[src/rtl/gate_stim_check.sv]
// -----------------------------------------------------------------------------
// gate_stim_check
//   Drives the four input combinations (00, 01, 10, 11) of a 2-input gate under
//   test onto A/B, holds each for DWELL cycles, samples the gate output Y
//   SETTLE cycles after each vector is applied, and counts mismatches against
//   the truth table of the selected gate.
//
// Parameters
//   DWELL    cycles each vector is held (>= 2)
//   SETTLE   cycles after vector application at which Y is sampled
//            (1 <= SETTLE <= DWELL-1)
//
// Ports
//   clk      rising-edge clock
//   rst_n    asynchronous active-low reset
//   start    request one test run (IDLE/DONE only, legal op_sel only)
//   op_sel   gate under test: 0 AND, 1 OR, 2 NAND, 3 NOR, 4 XOR, 5 XNOR
//   A, B     stimulus to the gate inputs
//   Y        gate output under test
//   busy     run in progress
//   done     run complete (held until restart or reset)
//   pass     valid with done; 1 when no vector mismatched
//   err_cnt  mismatching vectors in the current/last run (0-4)
//   vec_idx  index of the vector currently driven
// -----------------------------------------------------------------------------
module gate_stim_check #(
    parameter int DWELL  = 100,
    parameter int SETTLE = 2
) (
    input  logic       clk,
    input  logic       rst_n,
    input  logic       start,
    input  logic [2:0] op_sel,
    output logic       A,
    output logic       B,
    input  logic       Y,
    output logic       busy,
    output logic       done,
    output logic       pass,
    output logic [2:0] err_cnt,
    output logic [1:0] vec_idx
);

    localparam int DCW = (DWELL > 1) ? $clog2(DWELL) : 1;
    localparam logic [DCW-1:0] SETTLE_C = DCW'(SETTLE);
    localparam logic [DCW-1:0] LAST_C   = DCW'(DWELL - 1);

    typedef enum logic [1:0] {
        ST_IDLE  = 2'd0,
        ST_DRIVE = 2'd1,
        ST_DONE  = 2'd2
    } state_t;

    state_t           state_q, state_d;
    logic [2:0]       op_q, op_d;
    logic [1:0]       vec_q, vec_d;
    logic [DCW-1:0]   dwell_q, dwell_d;
    logic [2:0]       err_q, err_d;
    logic             busy_q, busy_d;
    logic             done_q, done_d;
    logic             pass_q, pass_d;
    logic             a_q, a_d;
    logic             b_q, b_d;
    logic             exp_y;

    // Expected gate output for the latched op and the vector on A/B now.
    always_comb begin
        exp_y = 1'b0;
        unique case (op_q)
            3'd0:    exp_y =   a_q & b_q;
            3'd1:    exp_y =   a_q | b_q;
            3'd2:    exp_y = ~(a_q & b_q);
            3'd3:    exp_y = ~(a_q | b_q);
            3'd4:    exp_y =   a_q ^ b_q;
            3'd5:    exp_y = ~(a_q ^ b_q);
            default: exp_y = 1'b0;
        endcase
    end

    always_comb begin
        state_d = state_q;
        op_d    = op_q;
        vec_d   = vec_q;
        dwell_d = dwell_q;
        err_d   = err_q;
        busy_d  = busy_q;
        done_d  = done_q;
        pass_d  = pass_q;
        a_d     = a_q;
        b_d     = b_q;

        unique case (state_q)
            ST_IDLE, ST_DONE: begin
                if (start && (op_sel <= 3'd5)) begin
                    state_d = ST_DRIVE;
                    op_d    = op_sel;
                    vec_d   = 2'd0;
                    dwell_d = '0;
                    err_d   = 3'd0;
                    busy_d  = 1'b1;
                    done_d  = 1'b0;
                    pass_d  = 1'b0;
                    a_d     = 1'b0;
                    b_d     = 1'b0;
                end
            end

            ST_DRIVE: begin
                // One compare per vector: dwell_q only equals SETTLE once per vector.
                if ((dwell_q == SETTLE_C) && (Y != exp_y)) begin
                    err_d = err_q + 3'd1;
                end

                if (dwell_q == LAST_C) begin
                    dwell_d = '0;
                    if (vec_q == 2'd3) begin
                        // err_d already includes a vector-3 compare landing on this edge.
                        state_d = ST_DONE;
                        busy_d  = 1'b0;
                        done_d  = 1'b1;
                        pass_d  = (err_d == 3'd0);
                        vec_d   = 2'd0;
                        a_d     = 1'b0;
                        b_d     = 1'b0;
                    end else begin
                        vec_d = vec_q + 2'd1;
                        a_d   = vec_d[1];
                        b_d   = vec_d[0];
                    end
                end else begin
                    dwell_d = dwell_q + 1'b1;
                end
            end

            default: begin
                state_d = ST_IDLE;
                busy_d  = 1'b0;
                a_d     = 1'b0;
                b_d     = 1'b0;
            end
        endcase
    end

    always_ff @(posedge clk or negedge rst_n) begin
        if (!rst_n) begin
            state_q <= ST_IDLE;
            op_q    <= 3'd0;
            vec_q   <= 2'd0;
            dwell_q <= '0;
            err_q   <= 3'd0;
            busy_q  <= 1'b0;
            done_q  <= 1'b0;
            pass_q  <= 1'b0;
            a_q     <= 1'b0;
            b_q     <= 1'b0;
        end else begin
            state_q <= state_d;
            op_q    <= op_d;
            vec_q   <= vec_d;
            dwell_q <= dwell_d;
            err_q   <= err_d;
            busy_q  <= busy_d;
            done_q  <= done_d;
            pass_q  <= pass_d;
            a_q     <= a_d;
            b_q     <= b_d;
        end
    end

    assign A       = a_q;
    assign B       = b_q;
    assign busy    = busy_q;
    assign done    = done_q;
    assign pass    = pass_q;
    assign err_cnt = err_q;
    assign vec_idx = vec_q;

endmodule

[config.mk]
export PLATFORM = sky130hd
export DESIGN_NAME = gate_stim_check
export DESIGN_NICKNAME = d
export VERILOG_FILES = /design/src/rtl/gate_stim_check.sv
export SDC_FILE = /design/constraint.sdc
export NUM_CORES = 1
export LEC_CHECK = 0
export BUFFER_PORTS_ARGS = -buffer_cell sky130_fd_sc_hd__buf_2
export CORE_AREA = 10 10 63 65
export DETAILED_ROUTE_END_ITERATION = 16
export DIE_AREA = 0 0 73 75
export PLACE_DENSITY = 0.61
export SLEW_MARGIN = 20
export SYNTH_ARGS = -nofsm -noshare
export SYNTH_HDL_FRONTEND = slang
export SYNTH_SLANG_ARGS = --single-unit
[constraint.sdc]
create_clock -name clk -period 3.55 [get_ports clk]
set_clock_uncertainty 0.1 [all_clocks]
set_input_delay 0.8875 -clock clk [delete_from_list [all_inputs] [get_ports clk]]
set_output_delay 0.8875 -clock clk [all_outputs]
set_load 0.02 [all_outputs]
==> flow_metrics.tcl, run 1 <==
set metrics [dict create \
    drt-pass1-iter-count 4 \
    critPathCaptureType "flip-flop" \
    clock_path_buffers 2 \
    status "complete, no violations" \
    design.final.nets 149 \
    root_buffer_master "clkbuf_4" \
    clock_tree_from_tritoncts "yes" \
    synth.mux.area_fraction_pct 3.63 \
    drt_drc_violations_left 0 \
    criticalPathCategory "flip-flop to flip-flop" \
    grt_antenna_before_repair 0 \
    cts_buffers 3 \
    worst_slew_margin_rel_pct 57.3 \
    hpwlAfterDp_um 1840 \
    worst_setup_hold_path_clk_slew_ns 0.13 \
    die_x_um 73 \
    min_period_over_period_pct 61.5 \
    grt_use_total_pct 9.42 \
    yosys-top-cells-area "dfrtp_1 (46%), ha_1 (6.2%), o21ai_0 (4.1%), nand2_1 (3.4%), nor2_1 (3.4%)" \
    start_util_pct 44.6 \
    synth_top_family_by_area "simple AND/OR/NAND/NOR gates" \
    gp_congestion 0.760 \
    post_synth_most_frequent_cells "dfrtp_1 (22), nand2_1 (11), nor2_1 (11)" \
    detail_route.vias_per_cell 5.63 \
    fp.coreArea_sq_um 2710 \
    synth_fp_nets 130 \
    finalWirelength_um 2440 \
    post_cts_hold_buffer_count 0 \
    source_to_sink_clock_delay_at_the_later_pin_of_the_worst_skew_pair_ns 0.30 \
    synth_seq_cells 22 \
    grt_max_degree 23 \
    synth_cell_type_count 40 \
    ys_dominant_reg_cell "dfrtp_1" \
    detailedRoute.firstIterationViolations 28 \
    antenna-diode-count 0 \
    number_of_global_route_vias_before_repair 946 \
    io_port_bufs 16 \
    synth.cell_area_sq_um 1210 \
    worst_ir_drop_vdd_uv 359 \
    ant_nets 0 \
    synthSimpleGateAreaFrac_pct 21.1 \
    share_of_post_route_cells_with_drive_strength_above_1_pct 23.7 \
    cellLeakagePower_nw 0.632 \
    vias 935 \
    netlist.area_leader.share_pct 45.6 \
    timing.final.hold_violations 0 \
    ys_seq_area_share_pct 45.6 \
    routedWlPerCell_um 14.7 \
    rows 19 \
    floorplan.io_pins 17 \
    synth_enable_flop_cells 0 \
    floorplan.die.height_um 75 \
    fmax_mhz 458 \
    synth_compound_gate_area_share_pct 18.5 \
    hold_class "input pin to asynchronous set/reset pin" \
    yosysTopAreaCell "dfrtp_1" \
    worst_setup_path_start_kind "flip-flop" \
    netlist_instances 117 \
    warnings_synthesis 0 \
    cts.htree.levels 1 \
    timing.final.crit_period_ns 2.18 \
    grt_setup_unrepaired "false" \
    worst_ep_arrival_time_ns 2.33 \
    cts_resized 0 \
    timing.final.setup_violations 0 \
    maxCapViolCount 0 \
    fillers 266 \
    numClockSinks 22 \
    fp.dieArea_sq_um 5480 \
    post_cts_buffers 0 \
    worst_slew_pin_slew_ns 0.640 \
    power.density_cell_area_nw_per_um2 676 \
    synthAdderAreaFrac_pct 6.22 \
    hold-worst-slack_ns 0.420 \
    totalNegativeSetupSlack_ns 0 \
    number_of_max_slew_violations_in_the_final_report 0 \
    globalRoute.totalOverflow 0 \
    yosysMostFrequentCell "dfrtp_1" \
    grt_pass1_wl_um 4280 \
    synth_xor_xnor_area_share_pct 1.45 \
    synth_async_sr_flop_share_pct 100 \
    avgSynthCellArea_sq_um 10.3 \
    critical_path.max_fanout 4 \
    critical_path_required_ns 3.69 \
    area_growth_pct 12.6 \
    fin_total_pwr_mw 0.920 \
]
==> cells in the final DEF (no fill, tap or decap), types with 2 or more instances in the layout <==
master,count
nand2b_1,2
o2bb2ai_1,2
o22ai_1,3
a22o_1,3
ha_1,6
buf_2,16
nor2_1,11
a31o_1,2
nand3_1,4
inv_1,4
clkbuf_4,3
a21o_1,2
nor2b_1,3
nand2_1,11
a21oi_1,3
mux2_2,3
nand3b_1,2
o21ai_0,10
dfrtp_1,22
==> power by group <==
part           total [mW]  internal [mW]  switching (mW)  leakage [nW]
Clock               0.189          0.114          0.0749        0.0279
Combinational       0.335          0.150           0.185         0.317
Sequential          0.396          0.314          0.0816         0.287
==> metrics by stage <==
stage	cells	cell area (sq um)	utilization, %	setup slack [ns]
global placement	162	1310	48.2	1.32
detailed placement	162	1310	48.2	1.25
finish	166	1360	50.2	1.37
floorplan	117	1210	-	1.55
global route	166	1360	50.2	1.20
CTS	166	1360	50.2	1.36
==> sequential cells by signal (all words and copies together) (netlist names) <==
| signal | cells |
|---|---|
| A | 1 |
| B | 1 |
| busy | 1 |
| done | 1 |
| dwell_q | 7 |
| err_cnt | 3 |
| op_q | 3 |
| pass | 1 |
| state_q | 2 |
| vec_idx | 2 |
==> path summary, 6_finish.rpt <==
path | start | end | depth (start not counted) | slack, ns
setup reg to reg | A$_DFFE_PN0P_ | err_cnt[0]$_DFFE_PN0P_ | 7 | 1.37
hold reg to reg | err_cnt[2]$_DFFE_PN0P_ | pass$_DFFE_PN0P_ | 1 | 0.42
min in group clk | err_cnt[2]$_DFFE_PN0P_ | pass$_DFFE_PN0P_ | 1 | 0.42
max in group asynchronous | rst_n | dwell_q[6]$_DFFE_PN0P_ | 1 | 2.59
hold / removal | rst_n | A$_DFFE_PN0P_ | 1 | 0.42
setup / recovery | A$_DFFE_PN0P_ | err_cnt[0]$_DFFE_PN0P_ | 7 | 1.37
==> worst max-delay path, stage by stage, from the launching register on <==
cell      delay (ns)
dfrtp_1         0.43
ha_1            0.20
or2_1           0.21
a21oi_2         0.15
mux2i_1         0.34
xor2_1          0.32
nand2b_1        0.21
a31o_1          0.16
==> layer usage <==
metal | global-route usage (%) | part of all wire, %
met5 | 0 | 0
met2 | 14.6 | 47
met3 | 2.37 | 4.9
met4 | 3.16 | 0.57
met1 | 12.5 | 47
==> final cells by class <==
cell class	count	area, sq um	area share [%]
clock buffers	3	22.5	1.66
clock inverters	1	30.0	2.21
inverters	4	15.0	1.10
multi-input cells	88	616	45.3
flip-flops and latches	22	551	40.5
well taps	31	38.8	2.85
repair buffers	17	87.6	6.44
==> logic make-up after synthesis <==
group / after synthesis
compound gates: 33
xor+xnor: 2
fa+ha+maj: 6
buf+inv: 7
flops: 22
mux: 4
simple gates: 43
Note: power is estimated with default switching activity, not from simulation.
==> inputs of run 2 (changes only) <==
--- a/config.mk
+++ b/config.mk
@@ -5,11 +5,12 @@
 export SDC_FILE = /design/constraint.sdc
 export NUM_CORES = 1
 export LEC_CHECK = 0
+export ABC_AREA = 1
 export BUFFER_PORTS_ARGS = -buffer_cell sky130_fd_sc_hd__buf_2
 export CORE_AREA = 10 10 63 65
 export DETAILED_ROUTE_END_ITERATION = 16
 export DIE_AREA = 0 0 73 75
-export PLACE_DENSITY = 0.61
+export PLACE_DENSITY = 0.63
 export SLEW_MARGIN = 20
 export SYNTH_ARGS = -nofsm -noshare
 export SYNTH_HDL_FRONTEND = slang
==> constraint.sdc (replaced) <==
create_clock -name clk -period 1.8 [get_ports clk]
set_clock_uncertainty 0.1 [all_clocks]
set_input_delay 0.45 -clock clk [delete_from_list [all_inputs] [get_ports clk]]
set_output_delay 0.45 -clock clk [all_outputs]
set_load 0.02 [all_outputs]
==> flow_metrics.tcl, run 2 <==
set metrics [dict create \
    clock_path_buffers 2 \
    internal-power_mw 0.605 \
    violations "negative hold slack" \
    cellLeakagePower_nw 0.696 \
    totalNegativeSetupSlack_ns 0 \
    numClockSinks 22 \
    crit_family "simple AND/OR/NAND/NOR gates" \
    seqPwrFrac_pct 63.7 \
    worst_setup_hold_path_clk_slew_ns 0.12 \
    antenna-diode-count 0 \
    netlist_instances 136 \
    criticalPathCategory "flip-flop to flip-flop" \
    area_growth_pct 19.9 \
    power.density_cell_area_nw_per_um2 558 \
    max_flop_register "dwell_q" \
    share_of_post_route_cells_with_drive_strength_above_1_pct 34.6 \
    avgSynthCellArea_sq_um 8.83 \
    worst_setup_path_start_kind "flip-flop" \
    worst_slew_margin_rel_pct 66.8 \
    layout_commonest_cell "nand2_1" \
    clock_tree_from_tritoncts "yes" \
    power.switching_fraction_pct 24.7 \
    yosysMostFrequentCell "nand2_1" \
    grt_setup_unrepaired "true" \
    grt_use_total_pct 10.1 \
    fillers 257 \
    status "complete, but fails checks" \
    final_design_area_no_fill_sq_um 1440 \
    critical_path_required_ns 1.96 \
    worst_ep_arrival_time_ns 1.86 \
    critical-path-slowest-cell "dfrtp_1" \
    crit_chain "inv_2, ha_4, nand2_1, nand3_2, nand3_2, nand2_2, nand2_2, nand3_4, nand2_2, nand2_2, nor2_2, nand3_1, nand2_1" \
    die_x_um 73 \
    yosys-top-cells-area "dfrtp_1 (46%), nand2_1 (8.4%), ha_1 (6.3%), nand3_1 (6.3%), inv_1 (4.4%)" \
    ys_dominant_reg_cell "dfrtp_1" \
    yosysTopAreaCell "dfrtp_1" \
    synth.cell_area_sq_um 1200 \
    worst-path-buf-inv 1 \
    detail_route.vias_per_cell 5.13 \
    synth_enable_flop_cells 0 \
    gp_congestion 0.807 \
    fp.coreArea_sq_um 2710 \
    number_of_max_slew_violations_in_the_final_report 0 \
    switchingPower_mw 0.198 \
    detailedRoute.firstIterationViolations 37 \
    synth_cell_type_count 24 \
    netlist.area_leader.share_pct 45.8 \
    hold_class "input pin to asynchronous set/reset pin" \
    synth_fp_nets 149 \
    grt_max_degree 23 \
    worst_slew_pin_slew_ns 0.497 \
    fmax_mhz 586 \
    placed_cell_area_sq_um 1340 \
    source_to_sink_clock_delay_at_the_later_pin_of_the_worst_skew_pair_ns 0.31 \
    hpwlAfterDp_um 1980 \
    min_period_over_period_pct 94.7 \
    vias 974 \
    synth_async_sr_flop_share_pct 100 \
    crit_path_max_incr_delay_ns 0.42 \
    post_synth_most_frequent_cells "nand2_1 (27), dfrtp_1 (22), nand3_1 (15)" \
    floorplan.die.height_um 75 \
    synth_seq_cells 22 \
    drt-pass1-iter-count 4 \
    hold-worst-slack_ns -0.0111 \
    finalWirelength_um 2620 \
    io_port_bufs 16 \
    largest_reg_flops 7 \
    maxCapViolCount 0 \
    timing.final.hold_violations 20 \
    worst_ir_drop_vdd_uv 503 \
    cts_buffers 3 \
    leading_cell_types_in_the_layout_fill_and_taps_excluded "nand2_1 (23), dfrtp_1 (22), buf_2 (16), inv_1 (11), nand3_1 (11)" \
    floorplan.io_pins 17 \
    root_buffer_master "clkbuf_4" \
    cts.htree.levels 1 \
    clock_power_share_pct 27.8 \
    warnings_synthesis 0 \
    critical_path.max_fanout 5 \
    critPathCaptureType "flip-flop" \
    ys_seq_area_share_pct 45.8 \
    post_cts_hold_buffer_count 0 \
    start_util_pct 44.3 \
    number_of_global_route_vias_before_repair 1051 \
    fin_total_pwr_mw 0.803 \
    routedWlPerCell_um 13.8 \
    design.final.nets 174 \
    critical-path-top-cell-by-count "nand2_2" \
    globalRoute.totalOverflow 0 \
    rows 19 \
    ant_nets 0 \
    drt_drc_violations_left 0 \
    fp.dieArea_sq_um 5480 \
    comb_power_share_pct 8.5 \
    grt_antenna_before_repair 0 \
    timing.final.setup_violations 0 \
    timing.final.crit_period_ns 1.71 \
    grt_pass1_wl_um 4440 \
]
==> run 2: kinds of logic (layout without fill, tap and decap cells) <==
logic type | count (synthesis) | count (layout) | share of synthesized area (%)
AOI/OAI and AO/OA | 24 | 24 | 11.7
buffers and inverters | 20 | 43 | 6.46
DFF | 22 | 22 | 45.8
adders and majority gates | 6 | 6 | 6.25
and+or+nand+nor | 60 | 60 | 26.9
xor gates and xnor gates | 4 | 4 | 2.92
==> run 2: final timing paths <==
kind / from / endpoint / slack [ns] / depth (start not counted)
worst max-delay path: B$_DFFE_PN0P_ / pass$_DFFE_PN0P_ / 0.09 / 13
worst min-delay path: rst_n / state_q[0]$_DFFE_PN0P_ / -0.01 / 1
worst max register to register: B$_DFFE_PN0P_ / pass$_DFFE_PN0P_ / 0.09 / 13
worst min register to register: done$_DFFE_PN0P_ / done$_DFFE_PN0P_ / 0.38 / 2
max in group asynchronous: rst_n / dwell_q[5]$_DFFE_PN0P_ / 1.27 / 1
min in group clk: op_sel[0] / op_q[0]$_DFFE_PN0P_ / 0.24 / 3
==> run 2: what timing repair did <==
item / CTS / global route
endpoints found under the setup margin: 1 / 4
gates resized for setup: 0 / 18
buffers inserted: 2 / 0
pin swaps: 0 / 10
==> run 2: metrics by stage <==
stage                     hold WS [ns]  setup slack, ns  utilization [%]  cells
final                          -0.0111           0.0946             53.1    190
after global routing           0.00571          0.00700             53.1    190
after CTS                      0.00543           0.0357             50.6    190
after detailed placement         0.345          0.00228             49.3    185
after global placement           0.343           0.0516             49.3    185
after floorplan                 0.0544           0.0327                -    136
==> run 2: layout make-up <==
cell class	instances	area [sq um]	area share, %
Tap cell	31	38.8	2.69
Multi-Input combinational cell	94	633	44.0
Clock buffer	3	22.5	1.56
Sequential cell	22	551	38.2
Inverter	20	77.6	5.39
Timing Repair Buffer	20	118	8.17
==> run 2: routing by layer <==
metal / GRT usage (%) / part of all wire (%)
met1: 10.0 / 42
met2: 18.5 / 51
met3: 3.68 / 5.7
met4: 4.01 / 1.4
met5: 0 / 0
==> run 2: power groups by stage <==
stage	logic, mW	registers [mW]	clock network, mW
floorplan	0.0298	0.524	0
global placement	0.0605	0.520	0
CTS	0.0626	0.510	0.232
detailed placement	0.0623	0.520	0
global route	0.0785	0.513	0.254
finish	0.0681	0.512	0.223
==> inputs of run 3 (changes only) <==
--- a/config.mk
+++ b/config.mk
@@ -10,7 +10,7 @@
 export CORE_AREA = 10 10 63 65
 export DETAILED_ROUTE_END_ITERATION = 16
 export DIE_AREA = 0 0 73 75
-export PLACE_DENSITY = 0.63
+export PLACE_DENSITY = 0.6
 export SLEW_MARGIN = 20
 export SYNTH_ARGS = -nofsm -noshare
 export SYNTH_HDL_FRONTEND = slang
==> constraint.sdc (replaced) <==
create_clock -name clk -period 2.1 [get_ports clk]
set_clock_uncertainty 0.1 [all_clocks]
set_input_delay 0.525 -clock clk [delete_from_list [all_inputs] [get_ports clk]]
set_output_delay 0.525 -clock clk [all_outputs]
set_load 0.02 [all_outputs]
==> flow_metrics.tcl, run 3 (synthesis results as in run 2) <==
set metrics [dict create \
    timing.final.crit_period_ns 1.83 \
    layout_commonest_cell "nand2_1" \
    min_period_over_period_pct 87.1 \
    totalNegativeSetupSlack_ns 0 \
    io_port_bufs 16 \
    max_flop_register "dwell_q" \
    clock_power_share_pct 32.0 \
    design.final.nets 171 \
    grt_pass1_wl_um 4370 \
    number_of_max_slew_violations_in_the_final_report 0 \
    fillers 278 \
    comb_power_share_pct 7.3 \
    ant_nets 0 \
    gp_congestion 0.834 \
    grt_antenna_before_repair 0 \
    timing.final.setup_violations 0 \
    root_buffer_master "clkbuf_4" \
    floorplan.io_pins 17 \
    hold-worst-slack_ns 0.0647 \
    number_of_global_route_vias_before_repair 983 \
    numClockSinks 22 \
    die_x_um 73 \
    timing.final.hold_violations 0 \
    power.switching_fraction_pct 23.2 \
    globalRoute.totalOverflow 0 \
    clock_tree_from_tritoncts "yes" \
    fmax_mhz 547 \
    worst_setup_path_start_kind "flip-flop" \
    maxCapViolCount 0 \
    critPathCaptureType "flip-flop" \
    share_of_post_route_cells_with_drive_strength_above_1_pct 24.2 \
    routedWlPerCell_um 13.3 \
    fin_total_pwr_mw 0.722 \
    cts.htree.levels 1 \
    criticalPathCategory "flip-flop to flip-flop" \
    fp.dieArea_sq_um 5480 \
    area_growth_pct 13.5 \
    source_to_sink_clock_delay_at_the_later_pin_of_the_worst_skew_pair_ns 0.30 \
    grt_setup_unrepaired "false" \
    post_cts_buffers 0 \
    floorplan.die.height_um 75 \
    seqPwrFrac_pct 60.7 \
    clock_path_buffers 2 \
    power.density_cell_area_nw_per_um2 530 \
    rows 19 \
    internal-power_mw 0.555 \
    placed_cell_area_sq_um 1330 \
    critical_path.max_fanout 5 \
    status "complete, no violations" \
    detailedRoute.firstIterationViolations 25 \
    hpwlAfterDp_um 1960 \
    hold_class "input pin to asynchronous set/reset pin" \
    worst_slew_pin_slew_ns 0.496 \
    switchingPower_mw 0.168 \
    worst_slew_margin_rel_pct 66.9 \
    antenna-diode-count 0 \
    cellLeakagePower_nw 0.678 \
    detail_route.vias_per_cell 5.09 \
    drt-pass1-iter-count 4 \
    start_util_pct 44.3 \
    cts_buffers 3 \
    worst_setup_hold_path_clk_slew_ns 0.12 \
    largest_reg_flops 7 \
    fp.coreArea_sq_um 2710 \
    cts_resized 0 \
    final_design_area_no_fill_sq_um 1360 \
    worst_ir_drop_vdd_uv 409 \
    grt_use_total_pct 9.75 \
    post_cts_hold_buffer_count 0 \
    drt_drc_violations_left 0 \
    vias 957 \
    critical_path_required_ns 2.25 \
    worst_ep_arrival_time_ns 1.98 \
    grt_max_degree 23 \
    finalWirelength_um 2510 \
    leading_cell_types_in_the_layout_fill_and_taps_excluded "nand2_1 (27), dfrtp_1 (22), buf_2 (16), nand3_1 (15), inv_1 (14)" \
]
## run 3: per-stage QoR
stage	instances	worst slack [ns]	util [%]
2_1_floorplan	136	0.333	-
3_3_place_gp	184	0.349	49.0
3_5_place_dp	184	0.289	49.0
4_1_cts	188	0.259	50.3
5_1_grt	188	0.0597	50.3
6_report	188	0.270	50.3
## run 3: final cells by class
class,count,area (sq um),area share (%)
clock buffer,4,36.3,2.66
inverter,20,77.6,5.69
multi-input combinational,94,573,42.0
sequential,22,551,40.4
tap,31,38.8,2.84
timing repair buffer,17,87.6,6.42
## run 3: power by group through the flow
stage | sequential, mW | combinational [mW] | clock, mW
floorplan | 0.449 | 0.0256 | 0
global placement | 0.446 | 0.0523 | 0
detailed placement | 0.446 | 0.0539 | 0
CTS | 0.438 | 0.0541 | 0.240
global route | 0.440 | 0.0612 | 0.252
finish | 0.438 | 0.0529 | 0.231
## run 3: worst paths after layout
path                                  start                      to  slack, ns  cells after the start
setup / recovery              A$_DFFE_PN0P_        pass$_DFFE_PN0P_       0.27                     13
hold / removal                        rst_n  dwell_q[0]$_DFFE_PN0P_       0.06                      1
setup reg to reg              A$_DFFE_PN0P_        pass$_DFFE_PN0P_       0.27                     13
hold reg to reg            done$_DFFE_PN0P_        done$_DFFE_PN0P_       0.38                      2
max in group asynchronous             rst_n     op_q[1]$_DFFE_PN0P_       1.50                      1
min in group clk                  op_sel[0]     op_q[0]$_DFFE_PN0P_       0.31                      3
## run 3: per-layer routing
layer	GRT usage, %	wire length [um]	up-vias
li1	-	-	495
met1	11.4	1160	441
met2	16.9	1200	19
met3	2.89	143	2
met4	2.53	10	0
met5	0	0	-
## run 3: worst max-delay path, stage by stage (launching register included)
cell     delay, ns
dfrtp_1       0.41
inv_1         0.06
ha_1          0.30
inv_1         0.06
nand2_1       0.04
nand3_1       0.08
nand3_1       0.09
nand3_1       0.14
nand3_4       0.11
nand2_1       0.07
nand2_1       0.06
nor2_1        0.11
nand3_1       0.09
nand2_1       0.06
